**src/rtl/countdown_controller.sv**
```systemverilog
// -----------------------------------------------------------------------------
// countdown_controller
//
// Sequencer for a cascaded chain of digit timers. It loads every digit with 9s
// (reconfig), then paces decrement requests into the least-significant digit
// from a clock prescaler. It also inserts queued penalty decrements, supports
// pause/resume and abort, and flags expiry once every digit reads zero and the
// borrow ripple has settled.
//
// Parameters
//   NUM_DIGITS    : number of chained digit timers (borrow-settle window)
//   TICK_DIV      : clk cycles per regular decrement (>= NUM_DIGITS+2)
//   PENALTY_TICKS : decrements queued per penalty pulse
//
// Ports
//   clk        in   clock, all state on rising edge
//   rst        in   synchronous active-low reset
//   start      in   pulse: load digits and begin the countdown
//   pause      in   pulse: toggle RUN/PAUSE
//   abort      in   pulse: return to IDLE
//   penalty    in   pulse: queue PENALTY_TICKS extra decrements
//   digits_in  in   numOut of every digit, LSD in [3:0]
//   reconfig   out  load-all-9s strobe (high in LOAD)
//   decrement  out  decrement request to the LSD
//   running    out  high in RUN
//   paused     out  high in PAUSE
//   expired    out  high in EXPIRED
//   state      out  IDLE=0, LOAD=1, RUN=2, PAUSE=3, EXPIRED=4
// -----------------------------------------------------------------------------
module countdown_controller #(
    parameter int NUM_DIGITS    = 4,
    parameter int TICK_DIV      = 50000000,
    parameter int PENALTY_TICKS = 5
) (
    input  logic                    clk,
    input  logic                    rst,
    input  logic                    start,
    input  logic                    pause,
    input  logic                    abort,
    input  logic                    penalty,
    input  logic [4*NUM_DIGITS-1:0] digits_in,
    output logic                    reconfig,
    output logic                    decrement,
    output logic                    running,
    output logic                    paused,
    output logic                    expired,
    output logic [2:0]              state
);

    localparam logic [2:0] ST_IDLE    = 3'd0;
    localparam logic [2:0] ST_LOAD    = 3'd1;
    localparam logic [2:0] ST_RUN     = 3'd2;
    localparam logic [2:0] ST_PAUSE   = 3'd3;
    localparam logic [2:0] ST_EXPIRED = 3'd4;

    localparam int PRESC_W  = $clog2(TICK_DIV);
    localparam int SETTLE_W = $clog2(NUM_DIGITS + 2);

    localparam logic [PRESC_W-1:0]  PRESC_LAST  = PRESC_W'(TICK_DIV - 1);
    localparam logic [PRESC_W-1:0]  PRESC_PRE   = PRESC_W'(TICK_DIV - 2);
    localparam logic [SETTLE_W-1:0] SETTLE_LOAD = SETTLE_W'(NUM_DIGITS + 1);
    localparam logic [9:0]          PEN_ADD     = 10'(PENALTY_TICKS);

    // Penalty queue update: optional take of one entry, optional add, saturating at 255.
    function automatic logic [7:0] pend_next(input logic [7:0] cur, input logic take, input logic add);
        logic [9:0] sum;
        sum = {2'b00, cur} - {9'd0, take} + (add ? PEN_ADD : 10'd0);
        if (sum > 10'd255) begin
            pend_next = 8'd255;
        end else begin
            pend_next = sum[7:0];
        end
    endfunction

    logic [2:0]          state_r;
    logic [2:0]          state_s;
    logic [PRESC_W-1:0]  presc_r;
    logic [PRESC_W-1:0]  presc_s;
    logic [SETTLE_W-1:0] settle_r;
    logic [SETTLE_W-1:0] settle_s;
    logic [7:0]          pend_r;
    logic [7:0]          pend_s;
    logic                dec_r;
    logic                dec_s;
    logic                take_s;
    logic                abort_s;
    logic                tick_due_s;
    logic                tick_next_s;
    logic                settle_idle_s;
    logic                digits_zero_s;

    assign tick_due_s    = (presc_r == PRESC_LAST);
    // A penalty issued one cycle before a tick would make two back-to-back pulses.
    assign tick_next_s   = (presc_r == PRESC_PRE);
    assign settle_idle_s = (settle_r == {SETTLE_W{1'b0}});
    assign digits_zero_s = (digits_in == {(4*NUM_DIGITS){1'b0}});
    // LOAD is a fixed one-cycle step that ignores every input, abort included.
    assign abort_s       = abort && (state_r != ST_LOAD);

    assign state     = state_r;
    assign decrement = dec_r;

    // Next-state, prescaler, settle window, penalty queue and decrement request.
    always_comb begin
        state_s = state_r;
        presc_s = presc_r;
        pend_s  = pend_r;
        dec_s   = 1'b0;
        take_s  = 1'b0;
        if (settle_idle_s) begin
            settle_s = {SETTLE_W{1'b0}};
        end else begin
            settle_s = settle_r - SETTLE_W'(1);
        end

        if (abort_s) begin
            state_s  = ST_IDLE;
            presc_s  = {PRESC_W{1'b0}};
            settle_s = {SETTLE_W{1'b0}};
            pend_s   = 8'd0;
        end else begin
            case (state_r)
                ST_IDLE: begin
                    if (start) begin
                        state_s = ST_LOAD;
                    end else begin
                        state_s = ST_IDLE;
                    end
                end
                ST_LOAD: begin
                    state_s  = ST_RUN;
                    presc_s  = {PRESC_W{1'b0}};
                    settle_s = {SETTLE_W{1'b0}};
                    pend_s   = 8'd0;
                end
                ST_RUN: begin
                    if (!pause && settle_idle_s && !dec_r && digits_zero_s) begin
                        state_s = ST_EXPIRED;
                        pend_s  = 8'd0;
                    end else begin
                        // The pause edge still ends a RUN cycle, so the prescaler advances.
                        if (tick_due_s) begin
                            presc_s  = {PRESC_W{1'b0}};
                            dec_s    = 1'b1;
                            settle_s = SETTLE_LOAD;
                        end else begin
                            presc_s = presc_r + PRESC_W'(1);
                            if ((pend_r != 8'd0) && settle_idle_s && !tick_next_s) begin
                                dec_s    = 1'b1;
                                settle_s = SETTLE_LOAD;
                                take_s   = 1'b1;
                            end else begin
                                dec_s = 1'b0;
                            end
                        end
                        pend_s = pend_next(pend_r, take_s, penalty && !pause);
                        if (pause) begin
                            state_s = ST_PAUSE;
                        end else begin
                            state_s = ST_RUN;
                        end
                    end
                end
                ST_PAUSE: begin
                    if (pause) begin
                        state_s = ST_RUN;
                    end else begin
                        state_s = ST_PAUSE;
                    end
                end
                ST_EXPIRED: begin
                    if (start) begin
                        state_s = ST_LOAD;
                    end else begin
                        state_s = ST_EXPIRED;
                    end
                end
                default: begin
                    state_s  = ST_IDLE;
                    presc_s  = {PRESC_W{1'b0}};
                    settle_s = {SETTLE_W{1'b0}};
                    pend_s   = 8'd0;
                end
            endcase
        end
    end

    // State registers and registered Moore status outputs.
    always_ff @(posedge clk) begin
        if (!rst) begin
            state_r  <= ST_IDLE;
            presc_r  <= {PRESC_W{1'b0}};
            settle_r <= {SETTLE_W{1'b0}};
            pend_r   <= 8'd0;
            dec_r    <= 1'b0;
            reconfig <= 1'b0;
            running  <= 1'b0;
            paused   <= 1'b0;
            expired  <= 1'b0;
        end else begin
            state_r  <= state_s;
            presc_r  <= presc_s;
            settle_r <= settle_s;
            pend_r   <= pend_s;
            dec_r    <= dec_s;
            reconfig <= (state_s == ST_LOAD);
            running  <= (state_s == ST_RUN);
            paused   <= (state_s == ST_PAUSE);
            expired  <= (state_s == ST_EXPIRED);
        end
    end

endmodule

```
**config.mk**
```make
export PLATFORM = sky130hd
export DESIGN_NAME = countdown_controller
export DESIGN_NICKNAME = d
export VERILOG_FILES = /design/src/rtl/countdown_controller.sv
export SDC_FILE = /design/constraint.sdc
export NUM_CORES = 1
export LEC_CHECK = 0
export CAP_MARGIN = 20
export CORE_MARGIN = 2
export CORE_UTILIZATION = 45
export CTS_BUF_LIST = sky130_fd_sc_hd__clkbuf_8
export CTS_CLUSTER_SIZE = 30
export DETAILED_ROUTE_END_ITERATION = 12
export PLACE_DENSITY = 0.66
export SYNTH_ARGS = -nofsm -noshare
export SYNTH_HDL_FRONTEND = slang
export SYNTH_SLANG_ARGS = --single-unit
export TNS_END_PERCENT = 30
```
**constraint.sdc**
```tcl
create_clock -name clk -period 9.7 [get_ports clk]
set_clock_uncertainty 0.05 [all_clocks]
set_input_delay 1.94 -clock clk [delete_from_list [all_inputs] [get_ports clk]]
set_output_delay 1.94 -clock clk [all_outputs]
set_load 0.02 [all_outputs]
```
# --- Word-level counts from Yosys, hierarchy flattened ---
# Index checks and enable logic that the tools add are counted.
totals:
  register_bits: 45
classes:
  n_mux: 25
  n_addsub: 4
  reduce_logical: 18
  bitwise: 3
  n_eq_ne: 12
  magnitude_cmp: 1
ops:
  columns: ["op", "count"]
  rows:
  - ["$eq 26x26->1 const B", 2]
  - ["$mux 26", 2]
  - ["$pmux 26 s2", 1]
  - ["$add 26x1->26 const B", 1]
  - ["$mux 3", 8]
  - ["$logic_not 16->1", 1]
  - ["$mux 8", 2]
  - ["$pmux 8 s2", 1]
  - ["$pmux 3 s5", 1]
  - ["$eq 3x2->1 const B", 4]
  - ["$add 9x4->10", 1]
  - ["$gt 10x8->1 const B", 1]
  - ["$mux 1", 9]
  - ["$sub 8x1->9", 1]
  - ["$reduce_bool 8->1", 1]
  - ["$logic_and 1x1->1", 7]
  - ["$eq 3x1->1 const B", 2]
  - ["$eq 3x3->1 const B", 2]
  - ["$logic_not 3->1", 2]
  - ["$pmux 3 s2", 1]
  - ["$reduce_or 4->1", 1]
  - ["$logic_not 1->1", 3]
  - ["$ne 3x1->1 const B", 1]
  - ["$not 1->1", 3]
  - ["5 further kinds", 5]

# --- Depth between registers and ports, before layout ---
# Gate-level depths: netlist of run 1.
depth:
  ltp_word: 14
  ltp_mapped: 15
  mapped_depth_nobuf: 14

# --- Least setup slack after synthesis of run 1 ---
# OpenSTA, ideal clock, no wires.
synth_timing:
  path_type: "input-to-reg"
  start: "input penalty"
  end: "register pend_r[3]"
  path_stages: 8
  t_required_ps: 9503
  t_arrival_ps: 3313
  setup_ps: 147
  path_buffers: 0
  slack_ps: 6190
  path_cell_list: "nor2b_1 -> ha_1 -> nand3b_1 -> and2_1 -> nor3_1 -> nor2_1 -> mux2i_4 -> o311ai_0"
synth_via:
  elab_chain_len: 7
synth_rtl:
  columns: ["element", "line", "text"]
  rows:
  - ["start, declared", "40", "input logic penalty,"]
  - ["$logic_and 1x1->1 (*)", "156", "pend_s = pend_next(pend_r, take_s, penalty && !pause);"]
  - ["$mux 3 (*)", "67", "sum = {2'b00, cur} - {9'd0, take} + (add ? PEN_ADD : 10'd0);"]
  - ["$add 9x4->10 (*)", "67", null]
  - ["$gt 10x8->1", "68", "if (sum > 10'd255) begin"]
  - ["$mux 8 (*)", "68", null]
  - ["$mux 8 (*)", "137", "if (!pause && settle_idle_s && !dec_r && digits_zero_s) begin"]
  - ["$pmux 8 s2 (*)", "122", "case (state_r)"]
  - ["end signal, assigned", "204", "pend_r <= pend_s;"]
  - ["end, declared", "81", "logic [7:0] pend_r;"]
# Mark *: on every way between the ends. The rest lies on a longest branch, timed or not.
# A chain may end at the register's enable or synchronous reset.

# --- Worst setup path after layout of run 1 ---
layout_timing:
  start: "input pause"
  end: "register pend_r[3]"
layout_via:
  elab_chain_len: 8
  word_cells_on_any_way: 11
  classes_between: "add/sub (1); order compare (1); mux (4); reduce/logical (5)"
layout_rtl:
  columns: ["element", "line", "text"]
  rows:
  - ["start, declared", "38", "input logic pause,"]
  - ["$logic_not 1->1 (*)", "137, 156", null]
  - ["$logic_and 1x1->1", "156", null]
  - ["$mux 3", "67", null]
  - ["$add 9x4->10", "67", null]
  - ["$gt 10x8->1", "68", null]
  - ["$mux 8", "68", null]
  - ["$mux 8 (*)", "137", null]
  - ["$pmux 8 s2 (*)", "122", null]
# Marked as above.

==> run summary, run 1 <==
status: finished clean
Mapped Cells: 321
hold_ws: 426 ps
hold path cells: 2
Remaining Overflow, GRT: 0
reg2reg path depth: 14
layout cells sized above 1: 8.33%
number of CTS-inserted buffers: 5
Clock H-tree levels: 2
Initial Util: 46.0%
Reg clk slew, reported paths: 90 ps
via count: 2368
vias in the first global route: 2181
Tmin final: 4030 ps
IO Port Bufs: 29
Root Buffer: clkbuf_8
area of the die: 6610 µm²
Setup TNS Final: 0 ps
Hold/Removal Path Class: reg -> reg
number of flops mapped to enable cells by yosys: 0
maximum clock path buffer count: 2
post-synthesis cell area: 2690 µm²
worst-skew pair later-pin latency: 310 ps
max-slew violations: 0
CP cell instances: clkdlybuf4s50_1 > nor4_1 > and4_1 > a21o_1 > nor2_1 > mux2i_4 > o311ai_0
Least-Margin Pin Slew: 702 ps
Slew headroom: 53.1%
Detail Route Antenna Nets: 0
Starting DRT DRC Count: 114
Fmax achieved: 248 MHz
final period utilization: 41.5%
first-pass GRT wire length: 10100 µm
I/O pins: 30
Yosys top cell area share: 33.5%
clk sink count: 45
synth unique cells: 57
kind of critical path: in -> reg
RSZ-0062 raised after global routing: false
Place WS: 5000 ps
routed wire length: 6050 µm
syn_area_per_cell: 8.38 µm²
Crit path required time: 9800 ps
gr usage total: 19.6%
largest net degree at the start of global routing: 28
xor and xnor fraction of the mapped netlist area: 9.12%
routability cong.: 0.843
final net count: 376
DRC errors left: 0
Post-Synthesis Net Count: 350
Layout Area Growth over Synthesis: 16.0%
warnings from Yosys: 0
P_leak: 0.00105 µW
Synth async-reset ratio: 0%
Largest stage delay, worst path: 460 ps
Synth Area in Adders: 3.26%
endpoints failing hold: 0
setup repair bufs after CTS: 0
post-cts repair resize count: 0
number of max-cap violations: 0
area leader, netlist: dfxtp_1
CP Launch Type: input pin
Commonest cells post-synth: 45 x dfxtp_1, 40 x nor2_1, 26 x nand2_1
first-pass iteration count of the detailed router: 4
Cell Pwr Density: 111 nW/µm²
# rows: 28
initial antenna violation count: 0
multiplexer area fraction after synthesis: 2.33%
DP Wirelength: 4320 µm
Setup violations, final: 0
post-synthesis sequential area ratio: 33.5%
Main synth FF type: dfxtp_1
die width: 81.3 µm
fin worst setup slack: 5670 ps
vias per inst: 5.60
Synth Area in Compound Gates: 18.5%
combinational family with the most area after synthesis: simple AND/OR/NAND/NOR gates
WL/cell: 14.3 µm
worst-path maximum fanout: 9
CP max stage cell: clkdlybuf4s50_1
register bit total from synthesis: 45
count leader, synth: dfxtp_1
CTS tree: yes
# fillers: 559
Crit path arrival time: 4130 ps
dominant cells by area after synthesis: dfxtp_1 34%, xnor2_1 7.8%, nor2_1 5.6%
Worst setup EP type: register
Hold Buf Count CTS: 0
Synth Area in Simple Gates: 29.0%
Ant. Diodes: 0
maximum VDD drop: 0.0000584 V
core footprint: 5850 µm²
die height: 81.3 µm
per-layer routing:
metal / routed length (µm) / GRT usage, % / vias to the layer above
met4: 30 / 4.41 / 0
li1: - / - / 1214
met2: 2710 / 32.2 / 64
met1: 2970 / 26.2 / 1088
met5: 0 / 0 / -
met3: 336 / 4.22 / 2
layout make-up:
class | count | area [µm²] | area share, %
Sequential cell | 45 | 901 | 28.9
Multi-Input combinational cell | 251 | 1670 | 53.7
Timing Repair Buffer | 32 | 313 | 10.0
Inverter | 12 | 45.0 | 1.44
Tap cell | 75 | 93.8 | 3.01
Clock inverter | 3 | 22.5 | 0.722
Clock buffer | 5 | 68.8 | 2.21
stage by stage:
stage	cells	power, µW	utilization (%)	area (µm²)
final	423	345	53.3	3120
after global routing	423	361	53.3	3120
after CTS	422	348	53.2	3110
after detailed placement	414	228	51.6	3020
after global placement	414	228	51.6	3020
after floorplan	321	213	-	2690
flip-flops by register name, summed over array words and instances (netlist names):
| name | flops |
|---|---|
| paused | 1 |
| reconfig | 1 |
| state | 3 |
| presc_r | 26 |
| expired | 1 |
| decrement | 1 |
| running | 1 |
| settle_r | 3 |
| pend_r | 8 |
cells in the final DEF, fill, tap and decap left out, drive strengths merged, types with 2 or more instances in the layout:
cell type and instances:
a2111oi 4, a211o 2, a211oi 9, a21o 5, a21oi 14, a22oi 5
a31oi 3, and2 4, and4 3, buf 3, clkbuf 5, clkdlybuf4s50 29
clkinv 3, dfxtp 45, ha 7, inv 12, mux2i 5, nand2 26
nand2b 6, nand3 17, nand4 5, nor2 42, nor2b 5, nor3 11
nor3b 4, nor4 9, nor4b 2, nor4bb 2, o21ai 8, o22ai 2
o311ai 4, o31ai 2, or2 3, or3 4, xnor2 24, xor2 4
final timing paths:
kind	to	slack [ps]	start
worst max register to register	pend_r[3]$_SDFFE_PP0P_	5850	presc_r[11]$_SDFFE_PP0P_
worst min-delay path	settle_r[1]$_SDFF_PP0_	430	settle_r[2]$_SDFF_PP0_
worst min register to register	settle_r[1]$_SDFF_PP0_	430	settle_r[2]$_SDFF_PP0_
worst max-delay path	pend_r[3]$_SDFFE_PP0P_	5670	pause
power breakdown:
part / internal [µW] / switching, µW
clock: 51.2 / 69.9
sequential: 186 / 2.03
combinational: 17.5 / 18.4
critical path: cells and delay by family:
family / cells / cell delay (ps)
simple gates: 3 / 830
mux: 1 / 320
buf+inv: 1 / 460
compound gates: 2 / 560
cell families after synthesis:
kind of cell	Yosys count
fa+ha+maj	7
simple gates	146
compound gates	65
flops	45
buf+inv	25
xor+xnor	28
mux	5
No activity file was read; power rests on OpenSTA's default activity.
==> run 2, diff against run 1 <==
Settings changed: PLACE_DENSITY 0.66 to 0.69.
Clock period 9.7 ns to 3.35 ns, I/O delays scaled along.
==> run 2 against run 1 <==
- core utilization increased by 4.6 points
- final area increased by 8.6%
- global-route usage decreased by 0.45 points
- power increased to 3.1 times the previous value
- via count increased by 4.6%
- register-to-register slack got worse by 5800 ps
- cell count increased by 4.5%
- clock power increased to 3.4 times the previous value
- highest routed layer unchanged
==> run summary, run 2 (same netlist as run 1, synthesis figures left out) <==
vias in the first global route: 2166 (-0.69%)
RSZ-0062 raised after global routing: true
reg2reg start: presc_r[8]$_SDFFE_PP0P_
first-pass iteration count of the detailed router: 4 (unchanged)
Multi-input gate area: 1760 µm² (+4.9%)
Hold EP: settle_r[1]$_SDFF_PP0_
endpoints failing hold: 0 (unchanged)
status: finished clean
RR Endpoint: pend_r[2]$_SDFFE_PP0P_
CTS tree: yes
maximum VDD drop: 0.000176 V (+200%)
via count: 2477 (+4.6%)
DRC errors left: 0 (unchanged)
I/O pins: 30 (unchanged)
leading registers by flop count: presc_r x26, pend_r x8
Least-Margin Pin Slew: 649 ps (-52.5 ps)
Reg area: 902 µm² (+0.14%)
final net count: 396 (+5.3%)
DP Wirelength: 4440 µm (+2.8%)
Reg clk slew, reported paths: 90 ps (about the same)
routability cong.: 0.924 (+9.6%)
Layout Area Growth over Synthesis: 26.0%
largest net degree at the start of global routing: 28 (unchanged)
area of the die: 6610 µm² (unchanged)
Remaining Overflow, GRT: 0 (unchanged)
worst-skew pair later-pin latency: 300 ps (about the same)
worst-path maximum fanout: 6 (-3)
Cell Pwr Density: 314 nW/µm² (+180%)
first-pass GRT wire length: 9900 µm (-2.3%)
fin worst setup slack: 92.5 ps (-5580 ps)
kind of critical path: reg -> reg
# fillers: 517 (-7.5%)
vias per inst: 5.60 (+0.11%)
hold path cells: 2 (unchanged)
number of max-cap violations: 0 (unchanged)
CP Launch Type: register
routed wire length: 6190 µm (+2.3%)
Crit path required time: 3490 ps (-6310 ps)
maximum clock path buffer count: 2 (unchanged)
WL/cell: 14.0 µm (-2.1%)
Initial Util: 46.0% (unchanged)
Hold/Removal Path Class: reg -> reg
Place WS: -51.2 ps (-5050 ps)
clk sink count: 45 (unchanged)
most frequent cells in the layout: 44 x dfxtp_1, 38 x nor2_1, 29 x clkdlybuf4s50_1, 26 x nand2_1, 23 x xnor2_1
number of CTS-inserted buffers: 5 (unchanged)
Largest register FFs: 26 (unchanged)
die width: 81.3 µm (unchanged)
launch point of the worst hold path: settle_r[2]$_SDFF_PP0_
Worst setup EP type: register
Tmin final: 3260 ps
largest reg by FF count: presc_r
Setup TNS Final: 0 ps (unchanged)
initial antenna violation count: 0 (unchanged)
Ant. Diodes: 0 (unchanged)
Starting DRT DRC Count: 175 (+54%)
Detail Route Antenna Nets: 0 (unchanged)
layout cells sized above 1: 16.9% (+8.6 points)
core footprint: 5850 µm² (unchanged)
Slew headroom: 56.5% (+3.4 points)
Root Buffer: clkbuf_8
die height: 81.3 µm (unchanged)
Clock H-tree levels: 2 (unchanged)
Fmax achieved: 307 MHz
# rows: 28 (unchanged)
P_leak: 0.00120 µW (+14%)
final period utilization: 97.2%
worst reg2reg setup slack: 90 ps (-5760 ps)
IO Port Bufs: 29 (unchanged)
Crit path arrival time: 3390 ps (-740 ps)
commonest non-fill, non-tap cell in the layout: dfxtp_1
Hold Buf Count CTS: 0 (unchanged)
gr usage total: 19.1% (-0.45 points)
reg2reg path depth: 15 (+1)
max-slew violations: 0 (unchanged)
CP startpoint: presc_r[8]$_SDFFE_PP0P_
Setup violations, final: 0 (unchanged)
-- run 2: changes by cell type in the layout (fill, tap and decap cells not counted), sizes merged --
cell / previous run / this run
bufinv: 0 / 1
inv: 12 / 13
clkinv: 3 / 0
buf: 3 / 23
-- run 2: through the flow --
stage	area, µm²	hold WS, ps	total power, µW	util (%)	instances
floorplan	2690	389	617	-	321
global placement	3170	401	664	54.1	432
detailed placement	3170	415	664	54.1	432
CTS	3290	426	1070	56.2	440
global route	3390	445	1110	57.9	442
finish	3390	423	1060	57.9	442
-- run 2: repair_timing --
action | CTS | global route
setup buffers | 1 | 2
gates resized for setup | 1 | 21
endpoints found under the setup margin | 3 | 8
pin swaps | 1 | 11
cloned | 0 | 0
-- run 2: worst max-delay path, cell delays in order (launching register included) --
cell and delay, ps:
dfxtp_2 340, nor3_2 190, nand4_1 190, nor4_4 360, a21oi_2 80, ha_2 200, ha_4 160, xor2_1 140
ha_1 340, nand3b_1 160, and2_4 200, nor3_2 190, nor2_2 70, mux2i_4 270, buf_6 150, nand2_1 40
-- run 2: power by group --
group	internal, µW	switching [µW]	leakage, µW	total, µW
registers	539	5.75	0.000363	545
clock network	221	188	0.0000546	409
logic	54.9	56.1	0.000785	111
total	815	250	0.00120	1060
-- run 2: cell type report --
type | instances | share of cell area [%]
clock buffer | 5 | 2.03
tap | 75 | 2.77
inverter | 12 | 1.33
sequential | 45 | 26.6
clock inverter | 2 | 1.15
timing repair buffer | 52 | 14.3
multi-input combinational | 251 | 51.8
-- run 2: metal layers --
metal / vias to the layer above / GRT usage (%) / routed length [µm]
met5: - / 0 / 0
met4: 0 / 6.44 / 102
met3: 9 / 4.67 / 400
met2: 72 / 30.2 / 2850
met1: 1140 / 25.4 / 2840
li1: 1256 / - / -
-- run 2: worst max path at each step --
| stage | to | slack, ps | depth (start not counted) |
|---|---|---|---|
| after floorplan | pend_r[3]$_SDFFE_PP0P_ | 120 | 14 |
| after global placement | pend_r[5]$_SDFFE_PP0P_ | 20 | 14 |
| after detailed placement | pend_r[5]$_SDFFE_PP0P_ | -50 | 14 |
| after CTS | pend_r[3]$_SDFFE_PP0P_ | 20 | 14 |
| after global routing | pend_r[0]$_SDFFE_PP0P_ | -130 | 15 |
| final | pend_r[2]$_SDFFE_PP0P_ | 90 | 15 |
==> run 3, diff against run 2 <==
Settings changed: CTS_BUF_LIST sky130_fd_sc_hd__clkbuf_8 to default.
==> results of run 3 <==
Final layout, timing and power as in run 2 (identical DEF).
